[src/rtl/uart_pkg.sv]
// ---------------------------------------------------------------------------
// uart_pkg -- shared UART definitions.
//
// Holds the frame format constants, the default clock/line-rate constants
// and the transmit FSM state encoding used by the UART blocks.
// ---------------------------------------------------------------------------
package uart_pkg;

  // 8N1 frame format
  localparam int DATA_BITS  = 8;
  localparam int FRAME_BITS = DATA_BITS + 2;  // start + data + stop

  // Default system clock and line rate
  localparam int DEFAULT_SYS_CLK_FREQ = 12_000_000;
  localparam int DEFAULT_BAUD_RATE    = 9600;

  // Transmit FSM state encoding
  typedef enum logic [1:0] {
    TX_IDLE  = 2'd0,
    TX_START = 2'd1,
    TX_DATA  = 2'd2,
    TX_STOP  = 2'd3
  } tx_state_e;

  // Clock cycles per bit, integer division
  function automatic int clks_per_bit(input int sys_clk_freq, input int baud_rate);
    return sys_clk_freq / baud_rate;
  endfunction

endpackage : uart_pkg

[src/rtl/uart_sync_fifo.sv]
// ---------------------------------------------------------------------------
// uart_sync_fifo -- single-clock FIFO with first-word fall-through read.
//
// Parameters:
//   DEPTH  entries, power of two, >= 2
//   WIDTH  bits per entry
// Ports:
//   clk, rst_n   clock, asynchronous active-low reset
//   push, wdata  write request and data; ignored while full
//   pop          read request; ignored while empty
//   rdata        head entry, valid whenever empty is low
//   full, empty  occupancy flags
//   level        entries currently stored (0..DEPTH)
//
// A push while full is refused even if a pop happens in the same cycle.
// ---------------------------------------------------------------------------
module uart_sync_fifo #(
  parameter int DEPTH = 8,
  parameter int WIDTH = 8
) (
  input  logic                     clk,
  input  logic                     rst_n,
  input  logic                     push,
  input  logic                     pop,
  input  logic [WIDTH-1:0]         wdata,
  output logic [WIDTH-1:0]         rdata,
  output logic                     full,
  output logic                     empty,
  output logic [$clog2(DEPTH):0]   level
);

  localparam int AW = $clog2(DEPTH);
  localparam logic [AW:0] FULL_LEVEL = DEPTH[AW:0];

  logic [WIDTH-1:0] mem [DEPTH];
  logic [AW-1:0]    wr_ptr;
  logic [AW-1:0]    rd_ptr;
  logic             do_push;
  logic             do_pop;

  assign full    = (level == FULL_LEVEL);
  assign empty   = (level == '0);
  assign do_push = push && !full;
  assign do_pop  = pop && !empty;
  assign rdata   = mem[rd_ptr];

  // NOTE: storage array has no reset; only pointers and level define what is
  // valid, so resetting the contents would add logic for no behavioural gain.
  always_ff @(posedge clk) begin
    if (do_push) begin
      mem[wr_ptr] <= wdata;
    end
  end

  // Pointers are exactly AW bits wide, so they wrap modulo DEPTH naturally.
  always_ff @(posedge clk or negedge rst_n) begin
    if (!rst_n) begin
      wr_ptr <= '0;
      rd_ptr <= '0;
      level  <= '0;
    end else begin
      if (do_push) wr_ptr <= wr_ptr + 1'b1;
      if (do_pop)  rd_ptr <= rd_ptr + 1'b1;
      case ({do_push, do_pop})
        2'b10:   level <= level + 1'b1;
        2'b01:   level <= level - 1'b1;
        default: level <= level;
      endcase
    end
  end

endmodule : uart_sync_fifo

[src/rtl/uart_tx_fifo.sv]
// ---------------------------------------------------------------------------
// uart_tx_fifo -- 8N1 UART transmitter fed by a byte FIFO.
//
// Parameters:
//   SYS_CLK_FREQ  system clock in Hz
//   BAUD_RATE     line rate in bit/s
//   FIFO_DEPTH    queue depth in bytes, power of two, >= 2
// Ports:
//   clk, rst_n       clock, asynchronous active-low reset
//   in_valid/in_byte byte offered; taken when in_ready is high
//   in_ready         queue has room this cycle
//   tx               registered serial line, idle high
//   is_transmitting  high while a frame is on the line
//   fifo_level       bytes queued (not counting the one being sent)
//
// A byte pushed into an empty queue while idle reaches the line as a start
// bit two cycles after the accepting edge. Queued bytes go out back to back.
// ---------------------------------------------------------------------------
module uart_tx_fifo
  import uart_pkg::*;
#(
  parameter int SYS_CLK_FREQ = DEFAULT_SYS_CLK_FREQ,
  parameter int BAUD_RATE    = DEFAULT_BAUD_RATE,
  parameter int FIFO_DEPTH   = 8
) (
  input  logic                          clk,
  input  logic                          rst_n,
  input  logic                          in_valid,
  input  logic [7:0]                    in_byte,
  output logic                          in_ready,
  output logic                          tx,
  output logic                          is_transmitting,
  output logic [$clog2(FIFO_DEPTH):0]   fifo_level
);

  localparam int CLKS_PER_BIT = clks_per_bit(SYS_CLK_FREQ, BAUD_RATE);
  localparam int CW           = $clog2(CLKS_PER_BIT + 1);
  localparam logic [CW-1:0] LAST_CLK = CW'(CLKS_PER_BIT - 1);

  tx_state_e     state;
  logic [CW-1:0] clk_cnt;
  logic [2:0]    bit_idx;
  logic [7:0]    shreg;
  logic          launch;
  logic          bit_done;
  logic          start_frame;

  logic          fifo_full;
  logic          fifo_empty;
  logic [7:0]    fifo_rdata;

  uart_sync_fifo #(
    .DEPTH (FIFO_DEPTH),
    .WIDTH (8)
  ) u_fifo (
    .clk   (clk),
    .rst_n (rst_n),
    .push  (in_valid && in_ready),
    .pop   (start_frame),
    .wdata (in_byte),
    .rdata (fifo_rdata),
    .full  (fifo_full),
    .empty (fifo_empty),
    .level (fifo_level)
  );

  assign in_ready = !fifo_full;
  assign bit_done = (clk_cnt == LAST_CLK);

  // From IDLE a frame is launched one cycle after the queue is seen
  // non-empty (launch), giving a fixed two-cycle push-to-start latency.
  // At the end of a stop bit the next byte is launched immediately.
  assign start_frame = !fifo_empty &&
                       (((state == TX_IDLE) && launch) ||
                        ((state == TX_STOP) && bit_done));

  // tx and is_transmitting are assigned together with the state transition,
  // so the line changes on the same edge the FSM enters each state.
  // NOTE: all state here updates with non-blocking assignments so every
  // register sees the pre-edge values of the others, regardless of order.
  always_ff @(posedge clk or negedge rst_n) begin
    if (!rst_n) begin
      state           <= TX_IDLE;
      clk_cnt         <= '0;
      bit_idx         <= '0;
      shreg           <= '0;
      launch          <= 1'b0;
      tx              <= 1'b1;
      is_transmitting <= 1'b0;
    end else begin
      case (state)
        TX_IDLE: begin
          clk_cnt <= '0;
          bit_idx <= '0;
          if (start_frame) begin
            state           <= TX_START;
            shreg           <= fifo_rdata;
            launch          <= 1'b0;
            tx              <= 1'b0;
            is_transmitting <= 1'b1;
          end else begin
            launch          <= !fifo_empty;
            tx              <= 1'b1;
            is_transmitting <= 1'b0;
          end
        end

        TX_START: begin
          if (bit_done) begin
            clk_cnt <= '0;
            state   <= TX_DATA;
            tx      <= shreg[0];
          end else begin
            clk_cnt <= clk_cnt + CW'(1);
          end
        end

        TX_DATA: begin
          if (bit_done) begin
            clk_cnt <= '0;
            bit_idx <= bit_idx + 3'd1;  // wraps 7 -> 0 on the way to STOP
            if (bit_idx == 3'd7) begin
              state <= TX_STOP;
              tx    <= 1'b1;
            end else begin
              tx    <= shreg[1];
              shreg <= {1'b0, shreg[7:1]};
            end
          end else begin
            clk_cnt <= clk_cnt + CW'(1);
          end
        end

        TX_STOP: begin
          if (bit_done) begin
            clk_cnt <= '0;
            if (start_frame) begin
              state <= TX_START;
              shreg <= fifo_rdata;
              tx    <= 1'b0;
            end else begin
              state           <= TX_IDLE;
              tx              <= 1'b1;
              is_transmitting <= 1'b0;
            end
          end else begin
            clk_cnt <= clk_cnt + CW'(1);
          end
        end

        default: begin
          state           <= TX_IDLE;
          tx              <= 1'b1;
          is_transmitting <= 1'b0;
        end
      endcase
    end
  end

endmodule : uart_tx_fifo

[config.mk]
export PLATFORM = sky130hd
export DESIGN_NAME = uart_tx_fifo
export DESIGN_NICKNAME = d
export VERILOG_FILES = /design/src/rtl/uart_pkg.sv /design/src/rtl/uart_sync_fifo.sv /design/src/rtl/uart_tx_fifo.sv
export SDC_FILE = /design/constraint.sdc
export NUM_CORES = 1
export LEC_CHECK = 0
export BUFFER_PORTS_ARGS = -buffer_cell sky130_fd_sc_hd__buf_2
export CORE_AREA = 3 3 119 121
export DETAILED_ROUTE_END_ITERATION = 7
export DIE_AREA = 0 0 122 124
export PLACE_DENSITY_LB_ADDON = 0.3
export SYNTH_ARGS = -nofsm -noshare
export SYNTH_HDL_FRONTEND = slang
export SYNTH_SLANG_ARGS = --single-unit
[constraint.sdc]
create_clock -name clk -period 6.4 [get_ports clk]
set_input_delay 1.92 -clock clk [delete_from_list [all_inputs] [get_ports clk]]
set_output_delay 1.92 -clock clk [all_outputs]
set_load 0.02 [all_outputs]
# After elaboration in Yosys (flattened, before gate mapping)
# Memories as Yosys holds them, arrays and structs flattened.
# Index checks and enable logic that the tools add are counted.
# Widths: inputs -> output; s select.
[word_totals] elab_cells=83 mem_count=1 mem_bits_rw=64 register_bits=37 out_inout_bits=7
[classes] add_sub_neg=6 n_mux=30 n_eq_ne=15 reduce_logical=21
[mem_list] memory="u_fifo.mem" words=8 word_bits=8 read_ports=1 rd_clocked_by_memory_dff=0 wr=1 line="uart_sync_fifo.sv:35" text="logic [WIDTH-1:0] mem [DEPTH];"
[op_table] cell="$mux 8" n=4
[op_table] cell="$pmux 8 s3" n=1
[op_table] cell="$pmux 11 s2" n=1
[op_table] cell="$mux 1" n=12
[op_table] cell="$ne 2x2->1 const B" n=6
[op_table] cell="$add 11x1->11 const B" n=1
[op_table] cell="$eq 11x11->1 const B" n=1
[op_table] cell="$mux 11" n=1
[op_table] cell="$mux 2" n=5
[op_table] cell="$add 3x1->3 const B" n=3
[op_table] cell="$pmux 2 s4" n=1
[op_table] cell="$pmux 4 s2" n=1
[op_table] cell="$eq 2x2->1 const B" n=3
[op_table] cell="$logic_and 1x1->1" n=6
[op_table] cell="$pmux 3 s2" n=1
[op_table] cell="$reduce_and 3->1" n=2
[op_table] cell="$reduce_bool 2->1" n=3
[op_table] cell="$reduce_and 5->1" n=1
[op_table] cell="$add 4x1->4 const B" n=1
[op_table] cell="$eq 2x1->1 const B" n=2
[op_table] cell="$eq 4x4->1 const B" n=1
[op_table] cell="$logic_not 4->1" n=1
[op_table] cell="$pmux 1 s4" n=1
[op_table] cell="$reduce_and 4->1" n=1
[op_table] cell="11 further kinds" n=12

# Longest topological paths before layout
[logic_depth] ltp_word=7 mapped_depth=14 mapped_depth_nobuf=13

# Cells and area by module
# A second synthesis with hierarchy kept.
[hier_totals] hier_cells=326 area_unflattened_um2=4707.0
[modules_own_cells] mod="uart_sync_fifo" area_each_um2=3124.2 seq_area_each_um2=2172.1 cells_per_inst=160 instances=1
[modules_own_cells] mod="uart_tx_fifo" area_each_um2=1582.8 seq_area_each_um2=676.9 cells_per_inst=166 instances=1

# Least setup slack after synthesis
# OpenSTA, ideal clock, no wires.
[synth_path] path_type="input-to-reg" start="in in_valid" end="reg u_fifo.level[3]" setup_ps=132 path_stages=8 arrival_time_ps=3214 required_ps=6268 path_slack_ps=3053 cell_sequence="nand2_1 > ha_1 > ha_1 > a21o_1 > a21oi_1 > xnor2_1 > nor2_1 > xor2_1"
[synth_between] elab_chain_len=4 word_cells_on_any_way=6
[synth_lines] element="start, declared" line="uart_tx_fifo.sv:28" text="input logic in_valid,"
[synth_lines] element="$logic_and 1x1->1 *" line="uart_tx_fifo.sv:58" text=".push (in_valid && in_ready),"
[synth_lines] element="$logic_and 1x1->1 *" line="uart_sync_fifo.sv:43" text="assign do_push = push && !full;"
[synth_lines] element="$eq 2x1->1 / $eq 2x2->1 (equally long branches)" line="uart_sync_fifo.sv:64" text="case ({do_push, do_pop})"
[synth_lines] element="$pmux 4 s2 / $reduce_bool 2->1 (equally long branches)"
[synth_lines] element="end signal, assigned" line="uart_sync_fifo.sv:65" text="2'b10: level <= level + 1'b1;"
[synth_lines] element="end signal, assigned" line="uart_sync_fifo.sv:66" text="2'b01: level <= level - 1'b1;"
[synth_lines] element="end signal, assigned" line="uart_sync_fifo.sv:67" text="default: level <= level;"
[synth_lines] element="end, declared" line="uart_sync_fifo.sv:29" text="output logic [$clog2(DEPTH):0] level"
# Every way passes the cells marked *; elsewhere a longest branch is shown, timed or not.
# A chain may end at the register's enable or synchronous reset.

# Worst setup path in the final report
[layout_path] start="in in_valid" end="mem u_fifo.mem[3][5], enable pin"
[layout_between] elab_chain_len=4
[layout_lines] element="$logic_and 1x1->1" line="uart_tx_fifo.sv:58"
[layout_lines] element="$logic_and 1x1->1" line="uart_sync_fifo.sv:43"
[layout_lines] element="$mux 1" line="uart_sync_fifo.sv:50" text="if (do_push) begin"
[layout_lines] element="$mux 1 (not written as such)" line="uart_sync_fifo.sv:51" text="mem[wr_ptr] <= wdata;"
[layout_lines] element="end, declared" line="uart_sync_fifo.sv:35"
# Every way passes these cells.

==> metrics.cfg <==
[timing]
totalNegativeSetupSlack_ns = 0
tightest_slew_ns = 1.26
setup_viol = 0
timing.fmax_ghz = 0.301
hold_viol = 0
skew_ns = 0.0115
fin_crit_ns = 3.32
fin_crit_sh = 0.519
slew_headroom = 0.151
whs_ns = 0.483
grt_setup_unrepaired = false
finalMaxSlewViolations = 0
worst_slack_ns = 3.08

[critical_path]
path_buf_inv = 1
crit_type = in -> reg
cp_cell_sequence = buf_2, nand2_1, nor3_1
worstSetupStartpointType = primary input
worstPathMaxFanout = 8
cp.required_ns = 6.35
crit_arrival_ns = 3.27
cpPeakStageDelay_ns = 1.06
slowest_stage = nor3_1
critPathCaptureType = flip-flop
crit_family = simple AND/OR/NAND/NOR gates

[placed_design]
postPlaceCellArea_um2 = 4820
dpl.hpwl_mm = 5.40
numPlacedInstances = 489
place_congestion = 0.760
detailedPlace.worstSlack_ns = 2.65
port_buffers = 17

[floorplanning]
start_util = 0.349
rows = 42
dieArea_um2 = 15100
fp.dieH_um = 124
pin_count = 18
die_x_um = 122
core_um2 = 13200

[layout]
area_growth_pct = 10.8
final_area_um2 = 5100
fillers = 1228
nets = 351
seq_area_um2 = 2850
multi_input_area_um2 = 1630
layoutNonFillerInstCount = 505
drive_above_1_share = 0.204
n_antenna_cell = 0

[clock_network]
ctsHoldBuffers = 0
clock_path_buffers = 2
cts_tree = built
clk_latency_ns = 0.34
ctsHtreeMaxLevel = 3
cts.clk_slew.worst_paths_ns = 0.06
cts_sinks = 101
cts_root_buf = clkbuf_16
ctsResizeCount = 0
postCtsSetupBuffers = 0
cts_buffers = 9

[synth]
yosys_most_used_dff = edfxtp_1
ys_seq_elements = 101
synth_top_cell_by_area = edfxtp_1
syn_nets = 337
synth_top_cell_area_share = 0.418
synth-edff-count = 64
yosysSeqAreaShare = 0.619
syn-instance-count = 310
ys_async_sr_fraction = 0.366
yosys-top-cells-area = edfxtp_1 42%, dfrtp_1 20%, mux4_2 5.9%
synth_area_per_cell_um2 = 14.8
synth_area_um2 = 4600
ys_types = 46
yosys_warnings = 0

[drt]
vias_per_cell = 4.88
drt-initial-drc-count = 184
avgRoutedWirePerCell_um = 16.1
ant_nets = 0
routed_wirelength_mm = 8.12
drc = 0
vias = 2465
firstDrtPassIters = 4

[power]
p_per_area_nw_per_um2 = 301
p_leak_nw = 1.85
max-vdd-ir-drop_mv = 0.175

[status]
status = finished, final reports clean

[global_route]
grt_max_degree = 38
grt_pass1_vias = 2523
grt.total_usage = 0.117
grt_pass1_wl_mm = 13.2
antenna_found_initial = 0
overflow = 0

[worst_hold_path]
hold_path.class = reg -> reg

[flow_run]
maxCapViolCount = 0

cell usage after synthesis, drive strengths merged (2+ instances only):
master / number
a21o: 3
a21oi: 4
a22o: 2
and3: 2
buf: 9
clkbuf: 6
dfrtp: 36
edfxtp: 64
ha: 15
inv: 9
mux2: 12
mux4: 16
nand2: 16
nand2b: 6
nand3: 8
nand4: 2
nor2: 27
nor3: 14
nor4: 2
nor4b: 8
o21ai: 9
o32ai: 7
or3: 2
xnor2: 12
xor2: 6
per-layer routing:
metal | share of wire | wire length, um | GRT usage | up-vias
li1 | - | - | - | 1196
met1 | 0.47 | 3810 | 0.154 | 1236
met2 | 0.49 | 3980 | 0.190 | 25
met3 | 0.027 | 217 | 0.0327 | 8
met4 | 0.013 | 102 | 0.0336 | 0
met5 | 0 | 0 | 0 | -
layout make-up:
class                           instances  share of cell area
Clock buffer                           10              0.0449
Sequential cell                       101               0.558
Timing Repair Buffer                   18              0.0181
Multi-Input combinational cell        185               0.319
Clock inverter                          6              0.0103
Inverter                                9             0.00662
Tap cell                              176              0.0432
worst min-delay path, stage by stage (launching register included):
cell and delay, ns:
dfstp_2 0.37, nand2_1 0.04, o21ai_0 0.07
flip-flops by register name, indices dropped and copies added, names as in the netlist, 2 cells and up:
name / count
bit_idx: 3
clk_cnt: 11
shreg: 8
state: 2
u_fifo.level: 4
u_fifo.mem: 64
u_fifo.rd_ptr: 3
u_fifo.wr_ptr: 3
worst paths after layout:
| path | from | cells past startpoint | slack [ns] | endpoint |
|---|---|---|---|---|
| worst max-delay path | in_valid | 3 | 3.08 | u_fifo.mem[3][5] |
| worst min-delay path | tx | 2 | 0.48 | tx |
| worst max register to register | clk_cnt[0] | 12 | 3.19 | u_fifo.level[3] |
| worst min register to register | tx | 2 | 0.48 | tx |
| max in group asynchronous | rst_n | 1 | 4.18 | bit_idx[1] |
| min in group asynchronous | rst_n | 1 | 1.69 | u_fifo.wr_ptr[1] |
metrics by stage:
step,utilization,total power (W)
6_report,0.387,0.00154
3_5_place_dp,0.365,0.00104
3_3_place_gp,0.365,0.00103
4_1_cts,0.387,0.00156
2_1_floorplan,-,0.000963
5_1_grt,0.387,0.00161
report_power, final:
part | internal, W | switching [W] | leakage, nW
clock network | 0.000271 | 0.000242 | 0.139
registers | 0.000782 | 0.0000494 | 1.03
logic | 0.0000743 | 0.000117 | 0.675
total | 0.00113 | 0.000408 | 1.85
placed cells by master, fill, tap and decap left out, drive strengths merged, types with 4 or more instances in the layout:
| cell type | netlist | final |
|---|---|---|
| edfxtp | 64 | 64 |
| dfrtp | 36 | 36 |
| nor2 | 27 | 27 |
| buf | 9 | 18 |
| nand2 | 16 | 16 |
| mux4 | 16 | 16 |
| ha | 15 | 15 |
| nor3 | 14 | 14 |
| inv | 9 | 13 |
| xnor2 | 12 | 12 |
| mux2 | 12 | 12 |
| clkbuf | 6 | 10 |
| o21ai | 9 | 9 |
| nand3 | 8 | 8 |
| nor4b | 8 | 8 |
| o32ai | 7 | 7 |
| nand2b | 6 | 6 |
| xor2 | 6 | 6 |
| a21oi | 4 | 4 |
kinds of logic (layout without fill, tap and decap cells):
group                    Yosys count  count (layout)  share of synthesized area
AO/OA/AOI/OAI                     30              30                     0.0446
XOR/XNOR                          18              18                     0.0342
adder cells (fa/ha/maj)           16              16                     0.0451
buffers and inverters             24              43                     0.0294
flip-flops                       101             101                      0.619
multiplexers                      29              29                      0.113
AND/OR/NAND/NOR                   92              92                      0.115
Power figures use the tool's default switching activity.
